--- src/rtl/pps_select_v3.sv ---
// PPS source selector: per-input sync/debounce/watchdog lanes, auto-failover,
// fixed-width pps_o pulse with a follow-on burst train, one 32-bit control register.

module pps_select_v3_lane #(
  parameter int TIMEOUT_CYCLES = 50000000,
  parameter int HOLDOFF_CYCLES = 1000000
) (
  input  logic i_clk,
  input  logic i_rst,
  input  logic i_pps,
  output logic o_acc,
  output logic o_miss
);
  localparam int WDW = $clog2(TIMEOUT_CYCLES + 1);
  localparam int HOW = $clog2(HOLDOFF_CYCLES + 1);
  localparam logic [WDW-1:0] WD_MAX  = WDW'(TIMEOUT_CYCLES);
  localparam logic [WDW-1:0] WD_PRE  = WDW'(TIMEOUT_CYCLES - 1);
  localparam logic [HOW-1:0] HOLD_LD = HOW'(HOLDOFF_CYCLES - 1);

  logic           r_s1, r_s2, r_s3, r_edge, r_miss;
  logic [WDW-1:0] r_wd;
  logic [HOW-1:0] r_hold;
  logic           w_acc;

  assign w_acc  = r_edge && (r_hold == '0);
  assign o_acc  = w_acc;
  assign o_miss = r_miss;

  always_ff @(posedge i_clk or posedge i_rst) begin
    if (i_rst) begin
      r_s1   <= 1'b0;
      r_s2   <= 1'b0;
      r_s3   <= 1'b0;
      r_edge <= 1'b0;
      r_miss <= 1'b0;
      r_wd   <= '0;
      r_hold <= '0;
    end else begin
      r_s1   <= i_pps;
      r_s2   <= r_s1;
      r_s3   <= r_s2;
      r_edge <= r_s2 & ~r_s3;
      if (w_acc)              r_hold <= HOLD_LD;
      else if (r_hold != '0)  r_hold <= r_hold - 1'b1;
      // missing flags on the same cycle the watchdog saturates
      if (w_acc) begin
        r_wd   <= '0;
        r_miss <= 1'b0;
      end else if (r_wd != WD_MAX) begin
        r_wd <= r_wd + 1'b1;
        if (r_wd == WD_PRE) r_miss <= 1'b1;
      end
    end
  end
endmodule

module pps_select_v3 #(
  parameter int NUM_PPS        = 3,
  parameter int TIMEOUT_CYCLES = 50000000,
  parameter int HOLDOFF_CYCLES = 1000000,
  parameter int PPS_WIDTH      = 16,
  parameter int BURST_PULSES   = 8,
  parameter int BURST_HIGH     = 4,
  parameter int BURST_LOW      = 4
) (
  input  logic               clk_i,
  input  logic               rst_i,
  input  logic               wr_i,
  input  logic [31:0]        dat_i,
  output logic [31:0]        dat_o,
  input  logic [NUM_PPS-1:0] pps_in_i,
  output logic               pps_o,
  output logic               pps_burst_o
);
  localparam int PWW  = $clog2(PPS_WIDTH + 1);
  localparam int BPW  = $clog2(BURST_PULSES + 1);
  localparam int BMAX = (BURST_HIGH > BURST_LOW) ? BURST_HIGH : BURST_LOW;
  localparam int BHW  = $clog2(BMAX + 1);
  localparam logic [3:0]     NP4   = 4'(NUM_PPS);
  localparam logic [PWW-1:0] PW_LD = PWW'(PPS_WIDTH - 1);
  localparam logic [BPW-1:0] NP_LD = BPW'(BURST_PULSES);
  localparam logic [BHW-1:0] BH_LD = BHW'(BURST_HIGH - 1);
  localparam logic [BHW-1:0] BL_LD = BHW'(BURST_LOW - 1);

  typedef enum logic [1:0] {S_IDLE, S_HIGH, S_LOW} state_t;

  logic [NUM_PPS-1:0] w_acc, w_miss;
  logic [7:0]         w_acc8, w_miss8;
  logic [3:0]         w_low, w_nxt_active;
  logic               w_any, w_sel_live, w_src_edge, w_sw, w_clr, w_fire, w_unused;

  logic [3:0]     r_src_sel, r_active;
  logic           r_af, r_pps, r_burst;
  logic [7:0]     r_count;
  logic [PWW-1:0] r_pw;
  state_t         r_state;
  logic [BHW-1:0] r_ph;
  logic [BPW-1:0] r_np;

  pps_select_v3_lane #(
    .TIMEOUT_CYCLES(TIMEOUT_CYCLES),
    .HOLDOFF_CYCLES(HOLDOFF_CYCLES)
  ) u_lane [NUM_PPS-1:0] (
    .i_clk (clk_i),
    .i_rst (rst_i),
    .i_pps (pps_in_i),
    .o_acc (w_acc),
    .o_miss(w_miss)
  );

  always_comb begin
    w_acc8  = '0;
    w_miss8 = '0;
    w_acc8[NUM_PPS-1:0]  = w_acc;
    w_miss8[NUM_PPS-1:0] = w_miss;
    w_low = '0;
    w_any = 1'b0;
    for (int k = NUM_PPS - 1; k >= 0; k--) begin
      if (!w_miss8[k]) begin
        w_low = 4'(k);
        w_any = 1'b1;
      end
    end
  end

  // the configured source wins back as soon as it is healthy again
  assign w_sel_live = (r_src_sel < NP4) && !w_miss8[r_src_sel[2:0]];

  always_comb begin
    w_nxt_active = r_active;
    if (!r_af)          w_nxt_active = r_src_sel;
    else if (w_sel_live) w_nxt_active = r_src_sel;
    else if (w_any)     w_nxt_active = w_low;
  end

  assign w_src_edge = (r_active < NP4) && w_acc8[r_active[2:0]];
  assign w_sw       = wr_i & dat_i[5];
  assign w_clr      = wr_i & dat_i[6];
  assign w_fire     = (w_src_edge | w_sw) & ~r_pps;
  assign w_unused   = &{1'b0, dat_i[31:7]};

  assign pps_o       = r_pps;
  assign pps_burst_o = r_burst;
  assign dat_o       = {r_count, w_miss8, 4'b0, r_active, 3'b0, r_af, r_src_sel};

  always_ff @(posedge clk_i or posedge rst_i) begin
    if (rst_i) begin
      r_src_sel <= '0;
      r_af      <= 1'b0;
      r_active  <= '0;
      r_count   <= '0;
      r_pps     <= 1'b0;
      r_pw      <= '0;
    end else begin
      if (wr_i) begin
        r_src_sel <= dat_i[3:0];
        r_af      <= dat_i[4];
      end
      r_active <= w_nxt_active;
      if (w_clr)       r_count <= '0;
      else if (w_fire) r_count <= r_count + 1'b1;
      if (w_fire) begin
        r_pps <= 1'b1;
        r_pw  <= PW_LD;
      end else if (r_pps) begin
        if (r_pw == '0) r_pps <= 1'b0;
        else            r_pw  <= r_pw - 1'b1;
      end
    end
  end

  // burst restarts on every pps_o rise, even mid-train
  always_ff @(posedge clk_i or posedge rst_i) begin
    if (rst_i) begin
      r_state <= S_IDLE;
      r_ph    <= '0;
      r_np    <= '0;
      r_burst <= 1'b0;
    end else if (w_fire) begin
      r_state <= S_HIGH;
      r_ph    <= BH_LD;
      r_np    <= NP_LD;
      r_burst <= 1'b1;
    end else begin
      case (r_state)
        S_HIGH: begin
          if (r_ph == '0) begin
            r_state <= S_LOW;
            r_ph    <= BL_LD;
            r_burst <= 1'b0;
          end else begin
            r_ph <= r_ph - 1'b1;
          end
        end
        S_LOW: begin
          if (r_ph == '0) begin
            r_np <= r_np - 1'b1;
            if (r_np <= 1) begin
              r_state <= S_IDLE;
            end else begin
              r_state <= S_HIGH;
              r_ph    <= BH_LD;
              r_burst <= 1'b1;
            end
          end else begin
            r_ph <= r_ph - 1'b1;
          end
        end
        default: begin
          r_state <= S_IDLE;
          r_burst <= 1'b0;
        end
      endcase
    end
  end
endmodule

--- config.mk ---
export PLATFORM = sky130hd
export DESIGN_NAME = pps_select_v3
export DESIGN_NICKNAME = d
export VERILOG_FILES = /design/src/rtl/pps_select_v3.sv
export SDC_FILE = /design/constraint.sdc
export NUM_CORES = 1
export LEC_CHECK = 0
export ABC_AREA = 1
export BUFFER_PORTS_ARGS = -buffer_cell sky130_fd_sc_hd__buf_4
export CAP_MARGIN = 20
export CORE_ASPECT_RATIO = 0.9
export CORE_MARGIN = 3
export CORE_UTILIZATION = 60
export DETAILED_ROUTE_END_ITERATION = 16
export PLACE_DENSITY = 0.79
export SETUP_SLACK_MARGIN = 0.2
export SLEW_MARGIN = 20
export SYNTH_ARGS = -nofsm -noshare
export SYNTH_HDL_FRONTEND = slang
export SYNTH_HIERARCHICAL = 1
export SYNTH_SLANG_ARGS = --single-unit
--- constraint.sdc ---
create_clock -name clk_i -period 4.6 [get_ports clk_i]
set_input_delay 0.92 -clock clk_i [delete_from_list [all_inputs] [get_ports clk_i]]
set_output_delay 0.92 -clock clk_i [all_outputs]
set_load 0.005 [all_outputs]
==> results.json, run 1 <==
{
  "status": "complete, no violations",
  "end_kind": "flop",
  "synthTopCellsByCount": "nand2_1 (352), nor2_1 (228), inv_1 (197)",
  "power.density_nw_per_um2": 473,
  "grt-ovfl-total": 0,
  "rows": 45,
  "numCtsBuffers": 17,
  "die_area_sq_um": 19300,
  "period_share": 0.626,
  "cp_max_fo": 28,
  "drive_above_1_share": 0.110,
  "die_h_um": 132,
  "grt_setup_unrepaired": "false",
  "synth_top_area_cell": "dfrtp_1",
  "setup-violations-final": 0,
  "yosysUniqueCellTypes": 40,
  "cts_setup_buffers": 0,
  "postRouteAntennaNets": 0,
  "htree_levels": 4,
  "yosys_warnings": 6,
  "ys_top_cells_by_area": "dfrtp_1 (44%), nand2_1 (12%), nor2_1 (8.1%)",
  "slew_headroom": 0.407,
  "tns_ns": 0,
  "period_minus_slack_ns": 2.88,
  "insertion_delay_ns": 0.44,
  "netlist_area_sq_um": 10600,
  "utilization": 0.675,
  "critPathKind": "flop to flop",
  "start_kind": "flop",
  "via_per_inst": 5.27,
  "avgSynthCellArea_sq_um": 7.53,
  "yosysSeqAreaShare": 0.439,
  "drt_first_pass_iters": 5,
  "synth-async-reset-ratio": 1.00,
  "synth_edf_count": 0,
  "final_nets": 1499,
  "vias": 8920,
  "netlist.area_leader.share": 0.439,
  "coreArea_sq_um": 17100,
  "place.port_buffers": 34,
  "cts-resized-gates": 0,
  "syn_to_final_growth_pct": 9.02,
  "maxCapViolCount": 0,
  "synth_ff_type": "dfrtp_1",
  "grt_pass1_vias": 8390,
  "power.leakage_nw": 5.67,
  "hold_class": "flop to flop",
  "tightest_slew_ns": 0.889,
  "path_clk_slew_ns": 0.07,
  "grt_pass1_wl_mm": 37.2,
  "drt_wl_total_mm": 21.2,
  "cts-root-buf": "clkbuf_16",
  "slew_violations": 0,
  "drtIter0Drc": 678,
  "diodes": 0,
  "fillers": 1429,
  "hpwl_mm": 15.0,
  "postCtsHoldBufs": 0,
  "route.detailed.drc": 0,
  "clock_path_buffers": 2,
  "cts_tree": "yes",
  "netlist_instances": 1408,
  "grt_start_max_net_pins": 52,
  "ys_ff_latch": 186,
  "wire_per_inst_um": 12.5,
  "critPathRequiredTime_ns": 4.94,
  "hold_violations": 0,
  "place_congestion": 0.866,
  "arrival_ns": 3.22,
  "synth.most_common_cell": "nand2_1",
  "max_freq_ghz": 0.347,
  "pin_count": 72,
  "cts_num_sinks": 186,
  "antenna_found_initial": 0,
  "die_w_um": 146,
  "start_util": 0.619,
  "peakVddDrop_uv": 286,
  "fin_skew_ns": 0.0106,
  "track_usage": 0.226,
  "total_power_w": 0.00546
}
[worst paths after layout]
kind | cells past startpoint | start | slack, ns | endpoint
worst max-delay path | 15 | u_lane[1]/r_hold[0] | 1.72 | r_ph[0]
worst min-delay path | 0 | u_lane[1]/r_s1 | 0.35 | u_lane[1]/r_s2
worst max register to register | 15 | u_lane[1]/r_hold[0] | 1.72 | r_ph[0]
worst min register to register | 0 | u_lane[1]/r_s1 | 0.35 | u_lane[1]/r_s2
max in group asynchronous | 2 | rst_i | 3.38 | u_lane[0]/r_wd[21]
min in group asynchronous | 3 | rst_i | 0.63 | pps_burst_o
[power breakdown]
part | switching [W] | internal [W] | total [W] | leakage [nW]
logic | 0.00101 | 0.000592 | 0.00160 | 2.98
clock network | 0.000657 | 0.000831 | 0.00149 | 0.293
registers | 0.000355 | 0.00202 | 0.00237 | 2.39
[registers in the layout (all words and copies together), names as in the netlist, 4 cells and up]
signal / count
u_lane/r_hold: 60
r_count: 8
r_pw: 5
u_lane/r_wd: 78
r_np: 4
r_active: 4
r_src_sel: 4
[per-layer routing]
| metal | track usage | part of all wire |
|---|---|---|
| met5 | 0 | 0 |
| met4 | 0.0726 | 0.014 |
| met3 | 0.0481 | 0.051 |
| met1 | 0.303 | 0.47 |
| met2 | 0.372 | 0.47 |
[per-stage QoR]
stage | instance area [sq um] | worst slack, ns | hold slack (ns) | std cells
after floorplan | 10600 | 2.43 | 0.331 | 1419
after global placement | 10900 | 1.79 | 0.332 | 1661
after detailed placement | 10900 | 1.73 | 0.336 | 1661
after CTS | 11500 | 1.71 | 0.354 | 1693
after global routing | 11600 | 1.45 | 0.363 | 1693
final | 11600 | 1.72 | 0.352 | 1693
[critical path, stage by stage (launching register included)]
cell and delay (ns):
dfrtp_1 0.38, inv_1 0.16, ha_1 0.31, nand2_2 0.12
nor2_4 0.19, nand3_4 0.23, nor2_4 0.38, nor2_2 0.09
nor2_2 0.10, nand3_2 0.07, nand2_2 0.08, nand2_4 0.19
nand3b_1 0.23, nand2_1 0.12, nand2_1 0.07, nand2_1 0.04
[placed cells by master (no fill, tap or decap), types with 8 or more instances in the layout]
cell / synthesis / routed
nor2_2: 24 / 24
xor2_1: 21 / 21
o21ai_1: 14 / 14
nand2_1: 352 / 352
o211ai_1: 8 / 8
nand3_1: 110 / 110
dfrtp_1: 186 / 186
o21ai_0: 34 / 34
nand4_1: 34 / 34
conb_1: 1 / 12
nor2_1: 228 / 228
buf_4: 17 / 35
nor3_1: 22 / 22
inv_1: 197 / 194
nor2_4: 12 / 12
nand3_2: 13 / 13
ha_1: 16 / 16
a21oi_1: 31 / 31
clkbuf_16: 0 / 17
[kinds of logic after synthesis]
family	count (synthesis)	synth area share
mux	1	0.00106
xor+xnor	26	0.0236
other cells	1	0.000354
buf+inv	234	0.0961
flops	186	0.439
simple gates	834	0.359
fa+ha+maj	16	0.0189
compound gates	110	0.0616
[final cells by class]
type	count	area [sq um]	area share
Timing Repair Buffer	35	263	0.0227
Clock buffer	19	443	0.0383
Tap cell	235	294	0.0255
Inverter	206	777	0.0673
Sequential cell	186	4650	0.403
Multi-Input combinational cell	999	4960	0.430
Clock inverter	13	156	0.0135
(Power assumes the default switching activity.)
==> run 2: changes to the inputs <==
--- a/config.mk
+++ b/config.mk
@@ -10,9 +10,9 @@
 export CAP_MARGIN = 20
 export CORE_ASPECT_RATIO = 0.9
 export CORE_MARGIN = 3
-export CORE_UTILIZATION = 60
+export CORE_UTILIZATION = 55
 export DETAILED_ROUTE_END_ITERATION = 16
-export PLACE_DENSITY = 0.79
+export PLACE_DENSITY = 0.76
 export SETUP_SLACK_MARGIN = 0.2
 export SLEW_MARGIN = 20
 export SYNTH_ARGS = -nofsm -noshare
==> constraint.sdc (replaced) <==
create_clock -name clk_i -period 2.5 [get_ports clk_i]
set_input_delay 0.5 -clock clk_i [delete_from_list [all_inputs] [get_ports clk_i]]
set_output_delay 0.5 -clock clk_i [all_outputs]
set_load 0.005 [all_outputs]
==> run 2 against run 1 <==
Effect of this change: utilization decreased by 4.5 points; count of clock-buffer cells in the layout fell by 2; sequential power grew 85%; sequential cell count did not move; total power up 83%; combinational power grew 89%; register-to-register slack got worse by 1.4 ns; critical path depth fell by 1; via count down 0.17%.
==> results.json, run 2 (synthesized netlist as in run 1, its figures left out) <==
{
  "status": "complete, no violations",
  "start_util": 0.568,
  "place_congestion": 0.865,
  "layout_common_cells": "nand2_1 (352), nor2_1 (224), inv_1 (193), dfrtp_1 (186), nand3_1 (110)",
  "grt_pass1_wl_mm": 37.6,
  "wire_per_inst_um": 12.7,
  "vias": 8905,
  "largest-register": "u_lane/r_wd",
  "pin_count": 72,
  "fin_skew_ns": 0.0101,
  "peakVddDrop_uv": 477,
  "postRouteAntennaNets": 0,
  "power_frac_clock": 0.257,
  "setup-violations-final": 0,
  "drt_first_pass_iters": 5,
  "critPathLaunch": "u_lane[0]/r_hold[6]",
  "rows": 47,
  "hold_class": "input port to async pin",
  "switching_share": 0.383,
  "tightest_slew_ns": 0.606,
  "die_h_um": 138,
  "hpwl_mm": 15.7,
  "slew_violations": 0,
  "die_w_um": 152,
  "route.detailed.drc": 0,
  "ff2ff_path_depth": 14,
  "worstReg2RegEnd": "r_count[4]",
  "critPathRequiredTime_ns": 2.87,
  "period_minus_slack_ns": 2.13,
  "cts_tree": "yes",
  "final_nets": 1521,
  "place.port_buffers": 34,
  "slowest_stage": "dfrtp_1",
  "period_share": 0.852,
  "syn_to_final_growth_pct": 10.7,
  "via_per_inst": 5.16,
  "antenna_found_initial": 0,
  "max_freq_ghz": 0.469,
  "total_power_w": 0.00999,
  "pwr-share-seq": 0.439,
  "numCtsBuffers": 17,
  "diodes": 0,
  "tns_ns": 0,
  "insertion_delay_ns": 0.43,
  "start_kind": "flop",
  "max_stage_delay_ns": 0.39,
  "grt_pass1_vias": 8375,
  "grt_start_max_net_pins": 34,
  "power.leakage_nw": 5.75,
  "arrival_ns": 2.50,
  "slew_headroom": 0.596,
  "clock_path_buffers": 2,
  "drtIter0Drc": 563,
  "hold_violations": 0,
  "coreArea_sq_um": 18600,
  "critPathKind": "flop to flop",
  "largest_reg_flops": 78,
  "reg2reg_from": "u_lane[0]/r_hold[6]",
  "dp_cells": 1691,
  "design_area_sq_um": 11700,
  "end_kind": "flop",
  "track_usage": 0.213,
  "combPwrFrac": 0.303,
  "die_area_sq_um": 21000,
  "grt-ovfl-total": 0,
  "final_common_cell": "nand2_1",
  "grt_setup_unrepaired": "true",
  "place_area_sq_um": 11100,
  "htree_levels": 4,
  "reg_top3": "u_lane/r_wd x78, u_lane/r_hold x60, r_count x8",
  "power.density_nw_per_um2": 852,
  "regToRegSetupSlack_ns": 0.37,
  "cp_max_fo": 20,
  "cp_common_cell": "nand2_1",
  "whs_ns": 0.103,
  "postCtsHoldBufs": 0,
  "path_clk_slew_ns": 0.07,
  "cts_num_sinks": 186,
  "drive_above_1_share": 0.127,
  "drt_wl_total_mm": 21.9,
  "fillers": 1599,
  "crit_chain": "nor2_2, nand2_1, nor2_4, nand3_4, nor2_4, nor2_1, nand2_1, nand3_2, nand2_2, nand2_8, buf_4, o21ai_1, nand2_1, nor2_1",
  "fin_cells": 1725,
  "switchingPower_w": 0.00383,
  "maxCapViolCount": 0,
  "p_int_w": 0.00616,
  "cts-root-buf": "clkbuf_16"
}
## run 2: worst max path at each step
stage	cells after the start	to	slack, ns
2_1_floorplan	16	r_ph[2]	0.33
3_3_place_gp	15	r_count[4]	0.27
3_5_place_dp	15	r_count[4]	0.27
4_1_cts	15	r_count[4]	0.24
5_1_grt	15	r_count[4]	0.18
6_report	14	r_count[4]	0.37
## run 2: area by class of cell
cell class,instances,area (sq um),area share
inverters,206,773,0.0659
flip-flops and latches,186,4650,0.397
multi-input cells,999,5000,0.426
well taps,245,307,0.0261
repair buffers,57,440,0.0375
clock buffers,17,425,0.0363
clock inverters,15,135,0.0115
## run 2: timing repair
action	in CTS	in global routing
gates resized for setup	0	10
buffers inserted	0	2
endpoints found under the setup margin	0	13
## run 2: power groups by stage
stage | sequential, W | clock (W) | combinational [W]
floorplan | 0.00425 | 0 | 0.00242
finish | 0.00439 | 0.00257 | 0.00303
CTS | 0.00436 | 0.00264 | 0.00300
global route | 0.00450 | 0.00276 | 0.00351
detailed placement | 0.00439 | 0 | 0.00298
global placement | 0.00438 | 0 | 0.00287
## run 2: through the flow
stage	setup WS [ns]	utilization
global placement	0.272	0.597
global route	0.178	0.629
floorplan	0.327	-
CTS	0.236	0.627
finish	0.369	0.629
detailed placement	0.271	0.597
## run 2: routing by layer
| layer | wire (um) | GRT usage | vias to the layer above |
|---|---|---|---|
| met2 | 10400 | 0.362 | 159 |
| met1 | 10400 | 0.283 | 4185 |
| met4 | 271 | 0.0564 | 0 |
| li1 | - | - | 4539 |
| met5 | 0 | 0 | - |
| met3 | 877 | 0.0430 | 22 |
## run 2: critical path, delay by kind of cell (launching register included)
family                 cells  cell delay (ns)
buffers and inverters      1             0.20
AO/OA/AOI/OAI              1             0.12
flip-flops                 1             0.39
AND/OR/NAND/NOR           12             1.36
